## config.mk

```make
export PLATFORM = sky130hd
export DESIGN_NAME = and16_arbiter_flat
export DESIGN_NICKNAME = d
export VERILOG_FILES = /design/src/rtl/and16_arbiter_if.sv /design/src/rtl/and16_arbiter.sv /design/src/flat_wrapper.sv
export SDC_FILE = /design/constraint.sdc
export NUM_CORES = 1
export LEC_CHECK = 0
export CAP_MARGIN = 20
export CORE_AREA = 2 2 88 90
export DETAILED_ROUTE_END_ITERATION = 12
export DIE_AREA = 0 0 90 92
export HOLD_SLACK_MARGIN = 0.1
export PLACE_DENSITY = 0.83
export SLEW_MARGIN = 30
export SYNTH_ARGS = -nofsm -noshare
export SYNTH_HDL_FRONTEND = slang
export SYNTH_SLANG_ARGS = --single-unit
```

## constraint.sdc

```tcl
create_clock -name clk -period 3.5 [get_ports clk]
set_input_delay 0.35 -clock clk [delete_from_list [all_inputs] [get_ports clk]]
set_output_delay 0.35 -clock clk [all_outputs]
set_load 0.05 [all_outputs]
```

## src/rtl/and16_arbiter_if.sv

```systemverilog
// ---------------------------------------------------------------------------
// and16_arbiter_if
// Bundle of the requester-side signals of the shared 16-bit AND arbiter.
//   req    [3:0]  : per-requester request, held until gnt is seen
//   a_bus  [63:0] : operand A, requester i on bits [16i+15:16i]
//   b_bus  [63:0] : operand B, same packing as a_bus
//   gnt    [3:0]  : one-hot one-cycle pulse, operands captured
//   done   [3:0]  : one-hot one-cycle pulse, result valid for that requester
//   result [15:0] : AND of the captured operands, held until next op
//   busy          : arbiter is executing or returning a result
//   lock   [3:0]  : owner re-grant request (only with AND16_ARB_LOCK_EN)
// Modports: master = requester side, slave = arbiter side.
// Optional feature macro: AND16_ARB_LOCK_EN.
// ---------------------------------------------------------------------------
interface and16_arbiter_if;
    logic [3:0]  req;
    logic [63:0] a_bus;
    logic [63:0] b_bus;
    logic [3:0]  gnt;
    logic [3:0]  done;
    logic [15:0] result;
    logic        busy;
`ifdef AND16_ARB_LOCK_EN
    logic [3:0]  lock;
`endif

    modport master (
`ifdef AND16_ARB_LOCK_EN
        output lock,
`endif
        output req, a_bus, b_bus,
        input  gnt, done, result, busy
    );

    modport slave (
`ifdef AND16_ARB_LOCK_EN
        input  lock,
`endif
        input  req, a_bus, b_bus,
        output gnt, done, result, busy
    );
endinterface

```

## src/rtl/and16_arbiter.sv

```systemverilog
// ---------------------------------------------------------------------------
// and16_arbiter
// Round-robin sequencing arbiter sharing one 16-bit bitwise AND array
// (and16_gate, built from and_gate cells) among four requesters.
// Ports:
//   clk    : sole clock, rising edge
//   reset  : synchronous, active-high
//   bus    : and16_arbiter_if.slave (req/a_bus/b_bus in, gnt/done/result/busy out,
//            plus lock in when AND16_ARB_LOCK_EN is defined)
// Parameter:
//   RR_RESET_PTR : requester index (0-3) with highest priority after reset
// Optional feature macro: AND16_ARB_LOCK_EN (owner re-grant lock, DONE only).
// Sequence per op: IDLE/DONE arbitrate and capture -> EXEC evaluates the
// shared AND -> DONE returns the result and may already grant the next op.
// ---------------------------------------------------------------------------

// Single 1-bit AND cell.
module and_gate (
    input  logic a_i,
    input  logic b_i,
    output logic y_o
);
    assign y_o = a_i & b_i;
endmodule

// 16-bit AND array built from and_gate cells.
module and16_gate (
    input  logic [15:0] a_i,
    input  logic [15:0] b_i,
    output logic [15:0] y_o
);
    genvar g;
    generate
        for (g = 0; g < 16; g++) begin : g_bit
            and_gate u_cell (
                .a_i (a_i[g]),
                .b_i (b_i[g]),
                .y_o (y_o[g])
            );
        end
    endgenerate
endmodule

module and16_arbiter #(
    parameter int unsigned RR_RESET_PTR = 0
) (
    input  logic             clk,
    input  logic             reset,
    and16_arbiter_if.slave   bus
);
    typedef enum logic [1:0] {
        IDLE = 2'd0,
        EXEC = 2'd1,
        DONE = 2'd2
    } state_t;

    localparam logic [1:0] PTR_RST = RR_RESET_PTR[1:0];

    state_t      state_q, state_d;
    logic [1:0]  ptr_q, ptr_d;
    logic [1:0]  owner_q, owner_d;
    logic [15:0] op_a_q, op_a_d;
    logic [15:0] op_b_q, op_b_d;
    logic [15:0] result_q, result_d;
    logic [3:0]  gnt_q, gnt_d;
    logic [3:0]  done_q, done_d;
    logic [15:0] and_y;
    logic [2:0]  pick;          // {valid, index} of the arbitration winner

    // Round-robin scan starting at 'start'. Offsets are visited from the
    // farthest to the nearest so the nearest requesting index wins.
    function automatic logic [2:0] rr_pick(input logic [3:0] req, input logic [1:0] start);
        logic [2:0] win;
        logic [1:0] idx;
        win = 3'b000;
        for (int k = 3; k >= 0; k--) begin
            idx = start + k[1:0];
            if (req[idx]) begin
                win = {1'b1, idx};
            end
        end
        return win;
    endfunction

    function automatic logic [3:0] onehot(input logic [1:0] idx);
        return 4'b0001 << idx;
    endfunction

    // The one shared AND array.
    and16_gate u_and (
        .a_i (op_a_q),
        .b_i (op_b_q),
        .y_o (and_y)
    );

    always_comb begin
        state_d  = state_q;
        ptr_d    = ptr_q;
        owner_d  = owner_q;
        op_a_d   = op_a_q;
        op_b_d   = op_b_q;
        result_d = result_q;
        gnt_d    = 4'b0000;
        done_d   = 4'b0000;
        pick     = 3'b000;

        case (state_q)
            IDLE: begin
                // Grants from IDLE are always plain round-robin.
                pick = rr_pick(bus.req, ptr_q);
            end
            EXEC: begin
                result_d = and_y;
                done_d   = onehot(owner_q);
                state_d  = DONE;
            end
            DONE: begin
                // Previous owner drops to lowest priority for this scan.
                ptr_d = owner_q + 2'd1;
                pick  = rr_pick(bus.req, ptr_d);
`ifdef AND16_ARB_LOCK_EN
                if (bus.lock[owner_q] && bus.req[owner_q]) begin
                    ptr_d = ptr_q;
                    pick  = {1'b1, owner_q};
                end
`endif
                if (!pick[2]) begin
                    state_d = IDLE;
                end
            end
            default: begin
                state_d = IDLE;
            end
        endcase

        if (pick[2]) begin
            owner_d = pick[1:0];
            op_a_d  = bus.a_bus[{pick[1:0], 4'b0000} +: 16];
            op_b_d  = bus.b_bus[{pick[1:0], 4'b0000} +: 16];
            gnt_d   = onehot(pick[1:0]);
            state_d = EXEC;
        end
    end

    always_ff @(posedge clk) begin
        if (reset) begin
            state_q  <= IDLE;
            ptr_q    <= PTR_RST;
            owner_q  <= 2'd0;
            gnt_q    <= 4'b0000;
            done_q   <= 4'b0000;
            result_q <= 16'h0000;
        end else begin
            state_q  <= state_d;
            ptr_q    <= ptr_d;
            owner_q  <= owner_d;
            gnt_q    <= gnt_d;
            done_q   <= done_d;
            result_q <= result_d;
        end
    end

    // Operand registers are only meaningful after a grant, so they carry no reset.
    always_ff @(posedge clk) begin
        op_a_q <= op_a_d;
        op_b_q <= op_b_d;
    end

    assign bus.gnt    = gnt_q;
    assign bus.done   = done_q;
    assign bus.result = result_q;
    assign bus.busy   = (state_q != IDLE);
endmodule

```

## src/flat_wrapper.sv

```systemverilog
// flat-port wrapper written by rule: the top's interface ports become plain ports
module and16_arbiter_flat 
#(
    parameter int unsigned RR_RESET_PTR = 0
)
  (clk, reset, bus_req, bus_a_bus, bus_b_bus, bus_gnt, bus_done, bus_result, bus_busy);
  and16_arbiter_if bus_i ();
  input  logic clk;
  input  logic reset;
  input wire logic [$bits(bus_i.req)-1:0] bus_req;
  input wire logic [$bits(bus_i.a_bus)-1:0] bus_a_bus;
  input wire logic [$bits(bus_i.b_bus)-1:0] bus_b_bus;
  output wire logic [$bits(bus_i.gnt)-1:0] bus_gnt;
  output wire logic [$bits(bus_i.done)-1:0] bus_done;
  output wire logic [$bits(bus_i.result)-1:0] bus_result;
  output wire logic [$bits(bus_i.busy)-1:0] bus_busy;
  assign bus_i.req = bus_req;
  assign bus_i.a_bus = bus_a_bus;
  assign bus_i.b_bus = bus_b_bus;
  assign bus_gnt = bus_i.gnt;
  assign bus_done = bus_i.done;
  assign bus_result = bus_i.result;
  assign bus_busy = bus_i.busy;
  and16_arbiter #(.RR_RESET_PTR(RR_RESET_PTR)) u_core (.clk(clk), .reset(reset), .bus(bus_i));
endmodule
```

==> run_results.csv <==
group,metric,value,unit
layout,n_antenna_cell,0,
synthesis,synth_top_area_cell,"mux2i_1",
sta,finalHoldWorstSlack,464,ps
floorplanning,die_y,92,um
grt,grtUsageTotal,19.6,%
route,dr_total_vias,2602,
synthesis,yosysSeqAreaShare,49.4,%
power,ir_worst_vdd,0.180,mV
clocking,post_cts_resized,0,
clocking,cts_setup_buffers,0,
placement,dp.cells,493,
sta,rsz0062_at_grt,"no",
sta,fin_worst_skew,9.97,ps
synthesis,ys_ff_latch,62,
setup_path,r2r_slack,1330,ps
sta,min_period,2310,ps
setup_path,r2r-end,"u_core.op_b_q[0]$_DFFE_PP_",
sta,max_slew_margin,36.5,%
grt,grt_antenna_before_repair,0,
layout,area_delta_synth_final,58.7,%
clocking,cts_hold_buf,0,
synthesis,syn_area_per_cell,12.9,sq um
synthesis,synth_edf_count,32,
clocking,clock_sinks,62,
placement,io_buffers,158,
status,status,"finished, final reports clean",
clocking,cts_root_buf,"clkbuf_8",
placement,dp.final_hpwl,6020,um
worst_hold_path,min_to,"u_core.bus.result[13]$_SDFFE_PP0P_",
route,viasPerCell,5.11,
setup_path,r2r_start,"u_core.owner_q[1]$_SDFFE_PP0P_",
route,drt_iter0_drc,75,
route,antenna_left,0,
clocking,worstSkewPairLatency,320,ps
clocking,ctsHtreeMaxLevel,3,
sta,slew_violations,0,
floorplanning,num_io_pins,159,
worst_hold_path,holdPathStages,1,
synthesis,netlist_area,0.00316,sq mm
sta,finalSetupViolations,0,
setup_path,cpPeakStageDelay,510,ps
layout,utilization,67.3,%
sta,finalHoldViolations,0,
floorplanning,dieWidth,90,um
setup_path,start_kind,"input pin",
grt,grt_max_degree,70,
synthesis,synth_top_flop_cell,"edfxtp_1",
setup_path,cp.required,3530,ps
layout,drive_gt1_share,6.14,%
placement,dpl-instance-area,0.00481,sq mm
layout,fin_cells,509,
clocking,cts_buffers,9,
setup_path,cp_max_fo,69,
grt,grt_pass1_wl,12800,um
synthesis,synth_nets,379,
power,power.density,414,mW/mm^2
floorplanning,coreArea,0.00745,sq mm
layout,fin_area,0.00501,sq mm
grt,grt_pass1_vias,2748,
setup_path,worstPathArrival,2350,ps
route,detail_route.wl_per_cell,15.8,um
setup_path,worstSetupEndpointType,"flop",
floorplanning,start_util,42.4,%
placement,gp_congestion,0.832,
route,drc,0,
clocking,cts_tree,"done",
layout,finalNetCount,536,
synthesis,ys_top_cells_by_area,"mux2i_1 31%, edfxtp_1 30%, dfxtp_1 19%",
clocking,clockBufferDepth,2,
route,routed_wl,8020,um
floorplanning,die_area,0.00828,sq mm
clocking,cts.clk_slew.worst_paths,60,ps
power,p_leak,0.00183,uW
setup_path,worstSetupPathType,"in2reg",
sta,fin_tns_setup,0,ps
route,first_pass_iters,6,
job,cap_violations,0,
floorplanning,num_rows,32,
sta,tightest_slew,952,ps
setup_path,crit_slowest_cell,"clkdlybuf4s50_1",
setup_path,worstPathCellList,"clkdlybuf4s50_1 > o211ai_1 > a21oi_1 > o32ai_4 > buf_12 > mux2i_1 > mux2i_1",
setup_path,cp_common_cell,"mux2i_1",
setup_path,reg2regPathDepth,6,
synthesis,yosys_warnings,0,
synthesis,syn_inst,245,
synthesis,ys_async_sr_fraction,0,%
grt,gr-total-overflow,0,
worst_hold_path,holdCritStartpoint,"u_core.bus.result[13]$_SDFFE_PP0P_",
sta,fmax,0.432,GHz
synthesis,synth_cell_type_count,35,
synthesis,synth_top_cell_area_share,31.0,%
worst_hold_path,hold_class,"reg2reg",
sta,fin_crit_sh,66.1,%
## registers in the layout, summed over array words and instances (netlist names)
signal	count
u_core.state_q	2
u_core.bus.gnt	4
u_core.bus.result	16
u_core.owner_q	2
u_core.op_a_q	16
u_core.bus.done	4
u_core.ptr_q	2
u_core.op_b_q	16
## worst max path at each step
stage                              startpoint                           to  slack, ps  cells past startpoint
2_1_floorplan  u_core.state_q[0]$_SDFFE_PP0P_  u_core.op_a_q[12]$_DFFE_PP_       1510                      7
3_3_place_gp                       bus_req[1]  u_core.op_a_q[13]$_DFFE_PP_        920                      7
3_5_place_dp                       bus_req[1]  u_core.op_a_q[13]$_DFFE_PP_        870                      7
4_1_cts                            bus_req[1]  u_core.op_a_q[12]$_DFFE_PP_       1220                      7
5_1_grt                            bus_req[1]  u_core.op_a_q[12]$_DFFE_PP_       1070                      7
6_report                           bus_req[1]  u_core.op_a_q[12]$_DFFE_PP_       1190                      7
## worst max-delay path: cells and delay by family
kind	cells	cell delay, ps
buf+inv	2	920
compound gates	3	650
mux	2	360
## power breakdown
part	switching (uW)	internal, uW	leakage, uW	total [uW]
logic	251	298	0.00116	549
registers	34.8	868	0.000565	903
clock network	261	364	0.000106	625
## Yosys cell counts (2+ instances only)
| cell | instances |
|---|---|
| mux2i_1 | 98 |
| edfxtp_1 | 32 |
| dfxtp_1 | 30 |
| a32o_1 | 16 |
| buf_4 | 7 |
| nor2_1 | 7 |
| a21oi_1 | 6 |
| and3_1 | 6 |
| inv_1 | 6 |
| clkbuf_1 | 4 |
| nand2b_1 | 4 |
| a21o_1 | 2 |
| buf_6 | 2 |
| nand2_1 | 2 |
| nor2b_1 | 2 |
| nor4_1 | 2 |
## routing by layer
layer	track usage, %	share of wire (%)	vias up
li1	-	-	1259
met2	36.4	54	103
met1	20.3	38	1223
met3	5.51	5.9	17
met4	9.36	2.4	0
met5	0	0	-
## cells in the final DEF, fill, tap and decap left out, types with 2 or more instances in the layout
cell type / n
a32o_1: 16
clkinv_2: 3
buf_12: 2
buf_4: 2
nand2b_1: 4
a21o_1: 2
nor4_1: 2
clkbuf_8: 11
dfxtp_1: 30
clkdlybuf4s50_1: 158
nor2b_1: 2
nor2_1: 7
nand2_1: 2
edfxtp_1: 32
mux2i_1: 98
inv_1: 6
a21oi_1: 5
and3_1: 6
## layout make-up
| class | count | area, sq um |
|---|---|---|
| inverters | 6 | 22.5 |
| multi-input cells | 161 | 1470 |
| clock buffers | 12 | 155 |
| repair buffers | 162 | 1640 |
| flip-flops and latches | 62 | 1560 |
| fillers | 588 | 2430 |
| well taps | 102 | 128 |
| clock inverters | 4 | 45.0 |
## cell families after synthesis
kind of cell	after synthesis	synth area share, %
compound gates	33	8.95
xor+xnor	1	0.277
buf+inv	22	4.83
flops	62	49.4
mux	98	31.0
simple gates	29	5.50
## metrics by stage
stage	setup WS [ps]	total power, uW
after floorplan	1510	1230
after global placement	920	1460
after detailed placement	869	1470
after CTS	1220	2090
after global routing	1070	2170
final	1190	2080
Power figures use the tool's default switching activity.
